## config.mk

```make
export PLATFORM = sky130hd
export DESIGN_NAME = pnr_signal_conditioner_flat
export DESIGN_NICKNAME = d
export VERILOG_FILES = /design/src/rtl/pnr_signal_conditioner_if.sv /design/src/rtl/pnr_signal_conditioner.sv /design/src/flat_wrapper.sv
export SDC_FILE = /design/constraint.sdc
export NUM_CORES = 1
export LEC_CHECK = 0
export ABC_AREA = 1
export BUFFER_PORTS_ARGS = -buffer_cell sky130_fd_sc_hd__buf_2
export CORE_MARGIN = 2
export CORE_UTILIZATION = 35
export DETAILED_ROUTE_END_ITERATION = 7
export GPL_TIMING_DRIVEN = 1
export PLACE_DENSITY = 0.61
export SKIP_LAST_GASP = 1
export SLEW_MARGIN = 0
export SYNTH_ARGS = -nofsm -noshare
export SYNTH_HDL_FRONTEND = slang
export SYNTH_SLANG_ARGS = --single-unit
```

## constraint.sdc

```tcl
create_clock -name clk_i -period 6.7 [get_ports clk_i]
set_clock_uncertainty 0.1 [all_clocks]
set_input_delay 1.34 -clock clk_i [delete_from_list [all_inputs] [get_ports clk_i]]
set_output_delay 1.34 -clock clk_i [all_outputs]
set_load 0.005 [all_outputs]
```

## src/rtl/pnr_signal_conditioner_if.sv

```systemverilog
// Bus bundle for the PNR signal conditioner.
// The master side drives samples and configuration; the slave side is the conditioner.
interface pnr_signal_conditioner_if #(
    parameter int WIDTH    = 14,
    parameter int CHANNELS = 2
);
    logic                         in_valid_i;
    logic [CHANNELS*WIDTH-1:0]    in_data_i;
    logic                         sync_i;
    logic                         cfg_load_i;
    logic [CHANNELS-1:0]          cfg_invert_i;
    logic [CHANNELS*WIDTH-1:0]    cfg_offset_i;
    logic                         sat_clr_i;
    logic                         out_valid_o;
    logic [CHANNELS*WIDTH-1:0]    out_data_o;
    logic [CHANNELS-1:0]          sat_flag_o;
    logic                         cfg_pending_o;

    modport master (
        output in_valid_i, in_data_i, sync_i, cfg_load_i, cfg_invert_i, cfg_offset_i, sat_clr_i,
        input  out_valid_o, out_data_o, sat_flag_o, cfg_pending_o
    );

    modport slave (
        input  in_valid_i, in_data_i, sync_i, cfg_load_i, cfg_invert_i, cfg_offset_i, sat_clr_i,
        output out_valid_o, out_data_o, sat_flag_o, cfg_pending_o
    );
endinterface

```

## src/rtl/pnr_signal_conditioner.sv

```systemverilog
// Multi-channel polarity/baseline conditioner: optional inversion, offset
// subtraction and saturation, with frame-synchronous double-buffered config.
module pnr_signal_conditioner #(
    parameter int WIDTH    = 14,
    parameter int CHANNELS = 2
) (
    input  logic                      clk_i,
    input  logic                      rst_i,
    pnr_signal_conditioner_if.slave   bus
);
    // Two guard bits: inversion of the most negative code and offset
    // subtraction can both exceed the sample range before clipping.
    localparam int EW = WIDTH + 2;
    localparam logic signed [EW-1:0]  SAT_MAX = {3'b000, {(WIDTH-1){1'b1}}};
    localparam logic signed [EW-1:0]  SAT_MIN = {3'b111, {(WIDTH-1){1'b0}}};
    localparam logic [WIDTH-1:0]      MAX_W   = {1'b0, {(WIDTH-1){1'b1}}};
    localparam logic [WIDTH-1:0]      MIN_W   = {1'b1, {(WIDTH-1){1'b0}}};

    logic [CHANNELS-1:0]              r_act_inv, r_shd_inv;
    logic [CHANNELS-1:0][WIDTH-1:0]   r_act_off, r_shd_off;
    logic                             r_pending;

    logic [1:0]                       r_vld_pipe;
    logic [CHANNELS-1:0][EW-1:0]      r_s1_y;
    logic [CHANNELS-1:0][WIDTH-1:0]   r_s1_off;

    logic [CHANNELS-1:0][WIDTH-1:0]   r_out_data;
    logic [CHANNELS-1:0]              r_sat;

    logic                             w_apply;
    logic [CHANNELS-1:0]              w_eff_inv;
    logic [CHANNELS-1:0][WIDTH-1:0]   w_eff_off;
    logic [CHANNELS-1:0][EW-1:0]      w_y;
    logic [CHANNELS-1:0][WIDTH-1:0]   w_res;
    logic [CHANNELS-1:0]              w_clip;

    // A sync with pending config makes the sample presented with it use the new config.
    assign w_apply   = bus.sync_i & r_pending;
    assign w_eff_inv = w_apply ? r_shd_inv : r_act_inv;
    assign w_eff_off = w_apply ? r_shd_off : r_act_off;

    for (genvar c = 0; c < CHANNELS; c++) begin : g_lane
        logic signed [EW-1:0] w_x, w_yl, w_offx, w_z;
        logic                 w_hi, w_lo;

        assign w_x    = EW'($signed(bus.in_data_i[c*WIDTH +: WIDTH]));
        assign w_yl   = w_eff_inv[c] ? -w_x : w_x;
        assign w_y[c] = w_yl;
        assign w_offx = EW'($signed(r_s1_off[c]));
        assign w_z    = $signed(r_s1_y[c]) - w_offx;
        assign w_hi   = (w_z > SAT_MAX);
        assign w_lo   = (w_z < SAT_MIN);
        assign w_clip[c] = w_hi | w_lo;
        assign w_res[c]  = w_hi ? MAX_W : (w_lo ? MIN_W : w_z[WIDTH-1:0]);
    end

    // Shadow capture on load, promotion to active on sync; a same-cycle load
    // keeps pending set because the sync consumed the older shadow.
    always_ff @(posedge clk_i or posedge rst_i) begin
        if (rst_i) begin
            r_act_inv <= '0;
            r_act_off <= '0;
            r_shd_inv <= '0;
            r_shd_off <= '0;
            r_pending <= 1'b0;
        end else begin
            if (w_apply) begin
                r_act_inv <= r_shd_inv;
                r_act_off <= r_shd_off;
            end
            if (bus.cfg_load_i) begin
                r_shd_inv <= bus.cfg_invert_i;
                r_shd_off <= bus.cfg_offset_i;
                r_pending <= 1'b1;
            end else if (w_apply) begin
                r_pending <= 1'b0;
            end
        end
    end

    // Stage 1: inverted sample plus the offset it must be paired with; valid shift register.
    always_ff @(posedge clk_i or posedge rst_i) begin
        if (rst_i) begin
            r_vld_pipe <= '0;
            r_s1_y     <= '0;
            r_s1_off   <= '0;
        end else begin
            r_vld_pipe <= {r_vld_pipe[0], bus.in_valid_i};
            if (bus.in_valid_i) begin
                r_s1_y   <= w_y;
                r_s1_off <= w_eff_off;
            end
        end
    end

    // Stage 2: clipped result held between valid samples; sticky flags where set beats clear.
    always_ff @(posedge clk_i or posedge rst_i) begin
        if (rst_i) begin
            r_out_data <= '0;
            r_sat      <= '0;
        end else begin
            if (r_vld_pipe[0])
                r_out_data <= w_res;
            r_sat <= (r_sat & ~{CHANNELS{bus.sat_clr_i}}) | (w_clip & {CHANNELS{r_vld_pipe[0]}});
        end
    end

    assign bus.out_valid_o   = r_vld_pipe[1];
    assign bus.out_data_o    = r_out_data;
    assign bus.sat_flag_o    = r_sat;
    assign bus.cfg_pending_o = r_pending;

endmodule

```

## src/flat_wrapper.sv

```systemverilog
// flat-port wrapper written by rule: the top's interface ports become plain ports
module pnr_signal_conditioner_flat 
#(
    parameter int WIDTH    = 14,
    parameter int CHANNELS = 2
)
  (clk_i, rst_i, bus_in_valid_i, bus_in_data_i, bus_sync_i, bus_cfg_load_i, bus_cfg_invert_i, bus_cfg_offset_i, bus_sat_clr_i, bus_out_valid_o, bus_out_data_o, bus_sat_flag_o, bus_cfg_pending_o);
  pnr_signal_conditioner_if #(.WIDTH(WIDTH), .CHANNELS(CHANNELS)) bus_i ();
  input  logic clk_i;
  input  logic rst_i;
  input wire logic [$bits(bus_i.in_valid_i)-1:0] bus_in_valid_i;
  input wire logic [$bits(bus_i.in_data_i)-1:0] bus_in_data_i;
  input wire logic [$bits(bus_i.sync_i)-1:0] bus_sync_i;
  input wire logic [$bits(bus_i.cfg_load_i)-1:0] bus_cfg_load_i;
  input wire logic [$bits(bus_i.cfg_invert_i)-1:0] bus_cfg_invert_i;
  input wire logic [$bits(bus_i.cfg_offset_i)-1:0] bus_cfg_offset_i;
  input wire logic [$bits(bus_i.sat_clr_i)-1:0] bus_sat_clr_i;
  output wire logic [$bits(bus_i.out_valid_o)-1:0] bus_out_valid_o;
  output wire logic [$bits(bus_i.out_data_o)-1:0] bus_out_data_o;
  output wire logic [$bits(bus_i.sat_flag_o)-1:0] bus_sat_flag_o;
  output wire logic [$bits(bus_i.cfg_pending_o)-1:0] bus_cfg_pending_o;
  assign bus_i.in_valid_i = bus_in_valid_i;
  assign bus_i.in_data_i = bus_in_data_i;
  assign bus_i.sync_i = bus_sync_i;
  assign bus_i.cfg_load_i = bus_cfg_load_i;
  assign bus_i.cfg_invert_i = bus_cfg_invert_i;
  assign bus_i.cfg_offset_i = bus_cfg_offset_i;
  assign bus_i.sat_clr_i = bus_sat_clr_i;
  assign bus_out_valid_o = bus_i.out_valid_o;
  assign bus_out_data_o = bus_i.out_data_o;
  assign bus_sat_flag_o = bus_i.sat_flag_o;
  assign bus_cfg_pending_o = bus_i.cfg_pending_o;
  pnr_signal_conditioner #(.WIDTH(WIDTH), .CHANNELS(CHANNELS)) u_core (.clk_i(clk_i), .rst_i(rst_i), .bus(bus_i));
endmodule
```

==> flow_metrics.py, run 1 <==
metrics = {
    "status": {
        "status": "complete, no violations",
    },
    "drt": {
        "drc_errors": 0,
        "drt-vias-per-instance": 4.420,
        "routedWlPerCell_um": 12.58,
        "firstDrtPassIters": 6,
        "vias": 6435,
        "routed_wl_um": 18320,
        "drtIter0Drc": 492,
        "ant_nets": 0,
    },
    "clock_network": {
        "cts_root_buf": "clkbuf_16",
        "clk_pin_slew_ps": 70,
        "tritoncts.num_buffers": 17,
        "h-tree-depth": 4,
        "clock-sinks": 153,
        "ctsHoldBuffers": 0,
        "postCtsSetupBuffers": 0,
        "post_cts_resized": 0,
        "clkLatencyLatePin_ps": 420,
        "tritoncts": "yes",
        "clk_path_buf_depth": 2,
    },
    "setup_path": {
        "worstSetupPathType": "in2reg",
        "cpMaxStageDelayCell": "nand2_1",
        "end_kind": "register",
        "cp.required_ps": 6920,
        "worst_path_largest_cell_delay_ps": 470,
        "crit_path_start_kind": "primary input",
        "worst_ep_arrival_time_ps": 3390,
        "path_max_fanout": 36,
        "crit_chain": "buf_2, nand2_1, buf_4, o21ai_2, inv_1, o21ai_1, or2_2, nand3_1, nand2_1",
        "worst_path_most_repeated_cell": "nand2_1",
    },
    "cells_and_area": {
        "most-common-layout-cells": "nand2_1 (284), dfrtp_1 (153), inv_1 (124)",
        "instances_no_fill": 1456,
        "drive_above_1_share": 0.1829,
        "layout_commonest_cell": "nand2_1",
        "nNetsFinal": 1222,
        "synthToLayoutAreaGrowth_pct": 15.36,
        "fill_cells": 2477,
        "n_antenna_cell": 0,
    },
    "logic_synthesis": {
        "yosys_warnings": 0,
        "syn_inst": 1039,
        "synth.net_count": 1137,
        "synth_area_um2": 8308,
        "synthMuxAreaShare": 0,
        "yosys.area_share.simple": 0.2306,
        "syn_area_per_cell_um2": 7.996,
        "synth_top_family_by_area": "simple AND/OR/NAND/NOR gates",
        "synthDistinctLibCells": 39,
        "seq_area_frac_synth": 0.4608,
        "ys_ff_latch": 153,
        "synth-adder-area-share": 0.05301,
        "synthXorXnorAreaFrac": 0.04111,
        "synth_compound_area_frac": 0.1315,
    },
    "placement": {
        "dpl.hpwl_um": 13600,
        "portBuffers": 95,
        "place_inst": 1424,
        "gp_routability_congestion": 0.8569,
    },
    "die": {
        "pin_count": 96,
        "die_h_um": 158.1,
        "dieArea_um2": 24990,
        "row_count": 56,
        "coreArea_um2": 23400,
        "die_x_um": 158.1,
        "start_util": 0.3550,
    },
    "timing": {
        "whs_ps": 383.1,
        "fmax_mhz": 315.0,
        "worstMarginPinSlew_ps": 986.5,
        "slew-limit-headroom": 0.3423,
        "setup_tns_ps": 0,
        "setup_viol": 0,
        "fin_crit_ps": 3175,
        "fin_crit_sh": 0.4739,
        "maxSlewViolCount": 0,
        "rsz0062_at_grt": "false",
        "hold_violations": 0,
    },
    "global_route": {
        "grt_max_degree": 109,
        "grt_antenna_before_repair": 1,
        "grt_pass1_vias": 6259,
        "grt_pass1_wl_um": 31260,
        "grt.total_usage": 0.1573,
        "gr-total-overflow": 0,
    },
    "pwr": {
        "p_leak_nw": 4.838,
        "p_per_area_nw_per_um2": 347.4,
        "vdd_ir_drop_max_mv": 0.1626,
    },
    "hold_path": {
        "hp-class": "reg2reg",
    },
    "flow_run": {
        "max_cap_viol_count": 0,
    },
}
[worst max-delay path: cells and delay by family]
family	cells	cell delay (ps)
AOI/OAI and AO/OA	2	330
buffers and inverters	3	840
and+or+nand+nor	4	880
[layout make-up]
type                            instances  area [um2]  area share
Sequential cell                       153        3829      0.3995
Multi-Input combinational cell        716        3790      0.3954
Inverter                              137       519.2     0.05418
Timing Repair Buffer                   99       505.5     0.05274
Clock buffer                           18       429.2     0.04478
Tap cell                              319       399.1     0.04164
Clock inverter                         14       112.6     0.01175
[path summary, 6_finish.rpt]
path                            depth (start not counted)                                endpoint                                   from  slack (ps)
worst max-delay path                                    9           u_core.r_s1_y[12]$_DFFE_PP0P_                             bus_sync_i        3530
max in group asynchronous                               3  u_core.g_lane[1].w_offx[4]$_DFFE_PP0P_                                  rst_i        4270
min in group asynchronous                               2    u_core.bus.out_data_o[2]$_DFFE_PP0P_                                  rst_i        1060
worst min-delay path                                    2   u_core.bus.out_data_o[13]$_DFFE_PP0P_  u_core.bus.out_data_o[13]$_DFFE_PP0P_         380
worst min register to register                          2   u_core.bus.out_data_o[13]$_DFFE_PP0P_  u_core.bus.out_data_o[13]$_DFFE_PP0P_         380
worst max register to register                          8           u_core.r_s1_y[12]$_DFFE_PP0P_   u_core.bus.cfg_pending_o$_DFFE_PP0P_        4130
[registers in the layout (all words and copies together) (netlist names), 2 cells and up]
name / flops
u_core.r_shd_inv: 2
u_core.r_shd_off: 28
u_core.r_act_inv: 2
u_core.bus.out_data_o: 28
u_core.r_s1_y: 32
u_core.r_act_off: 28
u_core.bus.sat_flag_o: 2
u_core.r_vld_pipe: 2
u_core.g_lane.w_offx: 28
[per-layer routing]
layer,global-route usage,vias up,part of all wire
li1,-,3454,-
met1,0.2394,2859,0.55
met2,0.2224,107,0.40
met3,0.03340,15,0.038
met4,0.04590,0,0.013
met5,0,-,0
[synth_stat cells (all sizes together)]
cell	count	area (um2)
or2	5	31.28
nand3b	2	15.01
nand3	37	185.2
o21bai	2	15.01
a31oi	5	31.28
nor3	8	50.05
inv	135	506.7
and3	3	18.77
clkinv	2	7.510
fa	2	40.04
and2	2	12.51
o21ai	125	633.1
nand2	317	1282
dfrtp	153	3829
ha	32	400.4
a21oi	56	389.1
xor2	31	271.5
o211ai	1	7.510
buf	10	88.83
a22o	1	8.760
clkbuf	23	86.33
nand4	5	31.28
o31ai	1	7.510
nor2	73	289.0
xnor2	8	70.07
[cells by family (layout without fill, tap and decap cells)]
| logic type | Yosys count | count (layout) |
|---|---|---|
| DFF | 153 | 153 |
| AOI/OAI and AO/OA | 191 | 191 |
| adders and majority gates | 34 | 34 |
| xor gates and xnor gates | 39 | 39 |
| buffers and inverters | 170 | 268 |
| and+or+nand+nor | 452 | 452 |
[power breakdown]
part | switching [mW] | internal [mW]
Clock | 0.409 | 0.483
Combinational | 0.774 | 0.467
Sequential | 0.0854 | 1.11
[metrics by stage]
stage | worst slack [ps] | instance area (um2) | power, mW | util
6_report | 3525 | 9584 | 3.329 | 0.4095
3_5_place_dp | 3068 | 9042 | 2.465 | 0.3864
5_1_grt | 3212 | 9584 | 3.605 | 0.4095
2_1_floorplan | 1139 | 8308 | 2.169 | -
4_1_cts | 3523 | 9584 | 3.372 | 0.4095
3_3_place_gp | 3079 | 9042 | 2.444 | 0.3864
(Power assumes the default switching activity.)
==> run 2: changes to the inputs <==
--- a/config.mk
+++ b/config.mk
@@ -11,7 +11,7 @@
 export CORE_UTILIZATION = 35
 export DETAILED_ROUTE_END_ITERATION = 7
 export GPL_TIMING_DRIVEN = 1
-export PLACE_DENSITY = 0.61
+export PLACE_DENSITY = 0.63
 export SKIP_LAST_GASP = 1
 export SLEW_MARGIN = 0
 export SYNTH_ARGS = -nofsm -noshare
==> constraint.sdc (replaced) <==
create_clock -name clk_i -period 2.65 [get_ports clk_i]
set_clock_uncertainty 0.1 [all_clocks]
set_input_delay 0.53 -clock clk_i [delete_from_list [all_inputs] [get_ports clk_i]]
set_output_delay 0.53 -clock clk_i [all_outputs]
set_load 0.005 [all_outputs]
==> flow_metrics.py, run 2 (synthesized netlist as in run 1, its figures left out) <==
metrics = {
    "die": {
        "coreArea_um2": 23400,
        "start_util": 0.3550,
        "die_x_um": 158.1,
        "pin_count": 96,
        "dieArea_um2": 24990,
        "die_h_um": 158.1,
        "row_count": 56,
    },
    "cells_and_area": {
        "layout_commonest_cell": "nand2_1",
        "synthToLayoutAreaGrowth_pct": 17.97,
        "fin_area_um2": 9801,
        "seq_area_um2": 3829,
        "fill_cells": 2421,
        "top_register": "u_core.r_s1_y",
        "nNetsFinal": 1231,
        "instances_no_fill": 1465,
        "n_antenna_cell": 0,
        "drive_above_1_share": 0.1902,
        "multiInputGateArea_um2": 3790,
        "largest_reg_flops": 32,
        "most-common-layout-cells": "nand2_1 (284), dfrtp_1 (153), inv_1 (124)",
        "final_core_util": 0.4188,
    },
    "timing": {
        "fin_crit_ps": 2395,
        "whs_ps": 108.7,
        "slew-limit-headroom": 0.5252,
        "setup_tns_ps": 0,
        "worstMarginPinSlew_ps": 710.7,
        "fin_ws_ps": 255.0,
        "rsz0062_at_grt": "false",
        "fmax_mhz": 417.5,
        "hold_violations": 0,
        "maxSlewViolCount": 0,
        "fin_crit_sh": 0.9038,
        "setup_viol": 0,
    },
    "global_route": {
        "gr-total-overflow": 0,
        "grt_antenna_before_repair": 0,
        "grt_pass1_wl_um": 30730,
        "grt_pass1_vias": 6268,
        "grt.total_usage": 0.1548,
        "grt_max_degree": 77,
    },
    "status": {
        "status": "complete, no violations",
    },
    "drt": {
        "drtIter0Drc": 374,
        "routed_wl_um": 18340,
        "met1_length_um": 9607,
        "top_layer_used": "met4",
        "firstDrtPassIters": 7,
        "wl_met2_um": 7518,
        "drt-vias-per-instance": 4.485,
        "ant_nets": 0,
        "vias": 6571,
        "routedWlPerCell_um": 12.52,
        "wl_met3_um": 921,
        "drc_errors": 0,
    },
    "setup_path": {
        "worst_ep_arrival_time_ps": 2600,
        "cp.required_ps": 2850,
        "crit_path_start_kind": "register",
        "worstSetupPathType": "reg2reg",
        "worst_path_most_repeated_cell": "nand2_1",
        "end_kind": "register",
        "path_max_fanout": 11,
        "worst_path_largest_cell_delay_ps": 390,
        "crit_chain": "inv_1, ha_1, inv_1, fa_1, nand2_1, nand2_1, nand3_1, nand2_1, nand2_1, nand3_1, nand2_1, nand2_2, a21oi_4, buf_4, a21oi_1",
        "cpMaxStageDelayCell": "fa_1",
    },
    "placement": {
        "place_inst": 1432,
        "placed_cell_area_um2": 9151,
        "pre_cts_slack_ps": 186.6,
        "gp_routability_congestion": 0.8258,
        "portBuffers": 95,
        "dpl.hpwl_um": 14030,
    },
    "clock_network": {
        "clk_path_buf_depth": 2,
        "tritoncts.num_buffers": 17,
        "cts_root_buf": "clkbuf_16",
        "h-tree-depth": 4,
        "clkLatencyLatePin_ps": 430,
        "clk_pin_slew_ps": 70,
        "tritoncts": "yes",
        "clock-sinks": 153,
        "ctsHoldBuffers": 0,
    },
    "pwr": {
        "vdd_ir_drop_max_mv": 0.3539,
        "p_per_area_nw_per_um2": 900.6,
        "p_leak_nw": 4.944,
        "finalPower_mw": 8.827,
    },
    "hold_path": {
        "hp-class": "in2async",
    },
    "flow_run": {
        "max_cap_viol_count": 0,
    },
}
-- run 2: changes by cell type in the layout (fill, tap and decap cells not counted) --
cell,change
buf_12,+5
buf_4,+4
bufinv_16,+3
clkbuf_1,-1
clkinv_2,-2
clkinv_4,-2
inv_6,-2
inv_8,+4
-- run 2: worst max-delay path, delay by kind of cell (launching register included) --
| family | cells | cell delay, ps |
|---|---|---|
| and+or+nand+nor | 8 | 720 |
| buffers and inverters | 3 | 370 |
| adders and majority gates | 2 | 530 |
| DFF | 1 | 360 |
| AOI/OAI and AO/OA | 2 | 190 |
-- run 2: final timing paths --
check	from	endpoint	slack (ps)	depth (start not counted)
min reg2reg	u_core.bus.out_data_o[0]$_DFFE_PP0P_	u_core.bus.out_data_o[0]$_DFFE_PP0P_	380	2
min in group clk_i	bus_sat_clr_i	u_core.bus.sat_flag_o[0]$_DFF_PP0_	200	2
max reg2reg	u_core.r_s1_y[0]$_DFFE_PP0P_	u_core.bus.out_data_o[12]$_DFFE_PP0P_	250	15
max	u_core.r_s1_y[0]$_DFFE_PP0P_	u_core.bus.out_data_o[12]$_DFFE_PP0P_	250	15
min	rst_i	u_core.bus.out_data_o[5]$_DFFE_PP0P_	110	2
max in group asynchronous	rst_i	u_core.g_lane[1].w_offx[8]$_DFFE_PP0P_	1710	3
-- run 2: final cells by class --
class | instances | share of cell area
tap | 319 | 0.04073
multi-input combinational | 716 | 0.3867
timing repair buffer | 108 | 0.06485
clock inverter | 15 | 0.02081
sequential | 153 | 0.3907
inverter | 137 | 0.05285
clock buffer | 17 | 0.04341
-- run 2: metal layers --
metal | track usage | vias to the layer above
met2 | 0.2238 | 130
li1 | - | 3480
met1 | 0.2312 | 2941
met5 | 0 | -
met4 | 0.04805 | 0
met3 | 0.03175 | 20
-- run 2: timing repair --
item	CTS	global route
setup buffers	0	1
setup endpoints to repair	0	11
hold endpoints to repair	0	0
resized for setup	0	0
-- run 2: power breakdown --
group          switching [mW]  leakage, nW  internal [mW]
Combinational            1.98         2.78           1.22
Sequential              0.216         1.85           2.81
Clock                    1.07        0.313           1.53
==> run 3: changes to the inputs <==
--- a/config.mk
+++ b/config.mk
@@ -5,13 +5,11 @@
 export SDC_FILE = /design/constraint.sdc
 export NUM_CORES = 1
 export LEC_CHECK = 0
-export ABC_AREA = 1
 export BUFFER_PORTS_ARGS = -buffer_cell sky130_fd_sc_hd__buf_2
-export CORE_MARGIN = 2
 export CORE_UTILIZATION = 35
 export DETAILED_ROUTE_END_ITERATION = 7
 export GPL_TIMING_DRIVEN = 1
-export PLACE_DENSITY = 0.63
+export PLACE_DENSITY = 0.64
 export SKIP_LAST_GASP = 1
 export SLEW_MARGIN = 0
 export SYNTH_ARGS = -nofsm -noshare
==> flow_metrics.py, run 3 <==
metrics = {
    "timing": {
        "worstMarginPinSlew_ps": 711.9,
        "setup_viol": 15,
        "fin_crit_ps": 2946,
        "rsz0062_at_grt": "true",
        "fin_ws_ps": -295.9,
        "hold_violations": 0,
        "fmax_mhz": 339.5,
        "slew-limit-headroom": 0.5254,
        "maxSlewViolCount": 0,
        "fin_crit_sh": 1.112,
    },
    "setup_path": {
        "end_kind": "register",
        "worst_ep_arrival_time_ps": 3210,
        "crit_path_start_kind": "register",
        "crit_chain": "inv_2, ha_4, inv_2, fa_2, a21o_1, a221oi_4, o31ai_2, a221o_1, xnor2_4, buf_6, o211ai_1, buf_2, o221a_1",
        "path_max_fanout": 5,
        "worstSetupPathType": "reg2reg",
        "worst_path_largest_cell_delay_ps": 380,
        "worst_path_most_repeated_cell": "inv_2",
        "cpMaxStageDelayCell": "a221o_1",
        "cp.required_ps": 2920,
    },
    "placement": {
        "dpl.hpwl_um": 12840,
        "placed_cell_area_um2": 8842,
        "place_inst": 1116,
        "pre_cts_slack_ps": -709.7,
        "portBuffers": 95,
        "gp_routability_congestion": 0.8570,
    },
    "logic_synthesis": {
        "synth_top_cells_by_area": "dfrtp_1 (50%), mux2_2 (9.0%), ha_1 (5.2%), a21oi_1 (3.7%), xnor2_1 (3.6%)",
        "synth_top_cells_by_count": "dfrtp_1 (153), nor2_1 (65), mux2_2 (61)",
        "yosysMostFrequentCell": "dfrtp_1",
        "synthFlopType": "dfrtp_1",
        "yosys.area_share.simple": 0.08881,
        "synthXorXnorAreaFrac": 0.06685,
        "syn_area_per_cell_um2": 10.65,
        "post-synth-top-area-cell": "dfrtp_1",
        "synth_top_family_by_area": "compound AO/OA/AOI/OAI gates",
        "ys_ff_latch": 153,
        "synth_edf_count": 0,
        "async_flop_share": 1.000,
        "synth_top_area_frac": 0.5014,
        "yosys_warnings": 0,
        "synthMuxAreaShare": 0.09520,
        "synth_compound_area_frac": 0.1517,
        "synthDistinctLibCells": 54,
        "seq_area_frac_synth": 0.5014,
        "synth-adder-area-share": 0.05768,
        "synth_area_um2": 7636,
        "synth.net_count": 815,
        "syn_inst": 717,
    },
    "global_route": {
        "gr-total-overflow": 0,
        "grt_pass1_wl_um": 29320,
        "grt_antenna_before_repair": 0,
        "grt_max_degree": 45,
        "grt.total_usage": 0.1700,
        "grt_pass1_vias": 5943,
    },
    "clock_network": {
        "h-tree-depth": 4,
        "clk_path_buf_depth": 2,
        "tritoncts": "yes",
        "cts_root_buf": "clkbuf_16",
        "clock-sinks": 153,
        "clkLatencyLatePin_ps": 430,
        "tritoncts.num_buffers": 17,
        "ctsHoldBuffers": 0,
        "clk_pin_slew_ps": 70,
    },
    "status": {
        "status": "finished with violations",
        "failed_checks": "setup timing",
    },
    "hold_path": {
        "hp-class": "in2async",
    },
    "pwr": {
        "p_per_area_nw_per_um2": 1009,
        "p_leak_nw": 4.502,
        "vdd_ir_drop_max_mv": 0.4682,
    },
    "cells_and_area": {
        "largest_reg_flops": 32,
        "fin_area_um2": 9931,
        "synthToLayoutAreaGrowth_pct": 30.05,
        "n_antenna_cell": 0,
        "most-common-layout-cells": "dfrtp_1 (153), buf_2 (95), buf_4 (78)",
        "drive_above_1_share": 0.3585,
        "top_register": "u_core.r_s1_y",
        "instances_no_fill": 1176,
        "nNetsFinal": 986,
        "layout_commonest_cell": "dfrtp_1",
    },
    "die": {
        "die_h_um": 149.7,
        "pin_count": 96,
        "start_util": 0.3598,
        "row_count": 53,
        "coreArea_um2": 21220,
        "dieArea_um2": 22410,
        "die_x_um": 149.7,
    },
    "drt": {
        "routedWlPerCell_um": 15.41,
        "ant_nets": 0,
        "drc_errors": 0,
        "drtIter0Drc": 302,
        "wl_met2_um": 9271,
        "met1_length_um": 7789,
        "top_layer_used": "met4",
        "vias": 5834,
        "routed_wl_um": 18130,
        "wl_met3_um": 811,
        "firstDrtPassIters": 5,
        "drt-vias-per-instance": 4.961,
    },
    "flow_run": {
        "max_cap_viol_count": 0,
    },
}
run 3: area by class of cell:
| class | instances | area (um2) |
|---|---|---|
| tap | 275 | 344.1 |
| timing repair buffer | 181 | 1195 |
| fill | 1993 | 11290 |
| inverter | 46 | 176.4 |
| clock buffer | 17 | 425.4 |
| sequential | 153 | 3829 |
| clock inverter | 15 | 196.4 |
| multi-input combinational | 489 | 3765 |
run 3: cell families after synthesis:
| group | count (synthesis) |
|---|---|
| adder cells (fa/ha/maj) | 34 |
| multiplexers | 65 |
| flip-flops | 153 |
| AND/OR/NAND/NOR | 156 |
| buffers and inverters | 75 |
| XOR/XNOR | 54 |
| AO/OA/AOI/OAI | 180 |
run 3: through the flow:
stage / hold slack [ps] / setup TNS, ps / utilization / power (mW)
finish: 42.83 / -3913 / 0.4680 / 10.02
global route: 59.99 / -7139 / 0.4680 / 10.66
CTS: 52.61 / -4341 / 0.4566 / 9.701
detailed placement: 381.7 / -8865 / 0.4167 / 6.873
global placement: 375.7 / -8245 / 0.4167 / 6.811
floorplan: 311.8 / -2824 / - / 5.561
run 3: final timing paths:
| path | cells after the start | slack [ps] | to | startpoint |
|---|---|---|---|---|
| min in group clk_i | 2 | 220 | u_core.r_shd_off[1]$_DFFE_PP0P_ | bus_cfg_offset_i[1] |
| max in group asynchronous | 3 | 1750 | u_core.g_lane[1].w_offx[2]$_DFFE_PP0P_ | rst_i |
| max | 13 | -300 | u_core.bus.out_data_o[25]$_DFFE_PP0P_ | u_core.r_s1_y[16]$_DFFE_PP0P_ |
| max reg2reg | 13 | -300 | u_core.bus.out_data_o[25]$_DFFE_PP0P_ | u_core.r_s1_y[16]$_DFFE_PP0P_ |
| min reg2reg | 1 | 400 | u_core.r_act_off[0]$_DFF_PP0_ | u_core.r_act_off[0]$_DFF_PP0_ |
| min | 2 | 40 | u_core.r_shd_off[18]$_DFFE_PP0P_ | rst_i |
run 3: repair_timing:
item                       CTS  global route
resized for setup           17            38
pin swaps                    5            10
setup endpoints to repair   28            30
cloned                       1             1
setup buffers               19            10
run 3: critical path: cells and delay by family (launching register included):
kind,cells,cell delay [ps]
AOI/OAI and AO/OA,6,1370
xor gates and xnor gates,1,150
buffers and inverters,4,420
adders and majority gates,2,470
DFF,1,370
run 3: per-layer routing:
layer  vias up  GRT usage
li1       2852          -
met3        19    0.04024
met5         -          0
met2       128     0.3049
met1      2835     0.2025
met4         0    0.04495
run 3: where the power goes:
| group | total (mW) | internal [mW] | switching [mW] | leakage, nW |
|---|---|---|---|---|
| clock network | 2.56 | 1.45 | 1.11 | 0.307 |
| logic | 4.27 | 2.18 | 2.08 | 2.41 |
| registers | 3.19 | 2.90 | 0.286 | 1.79 |
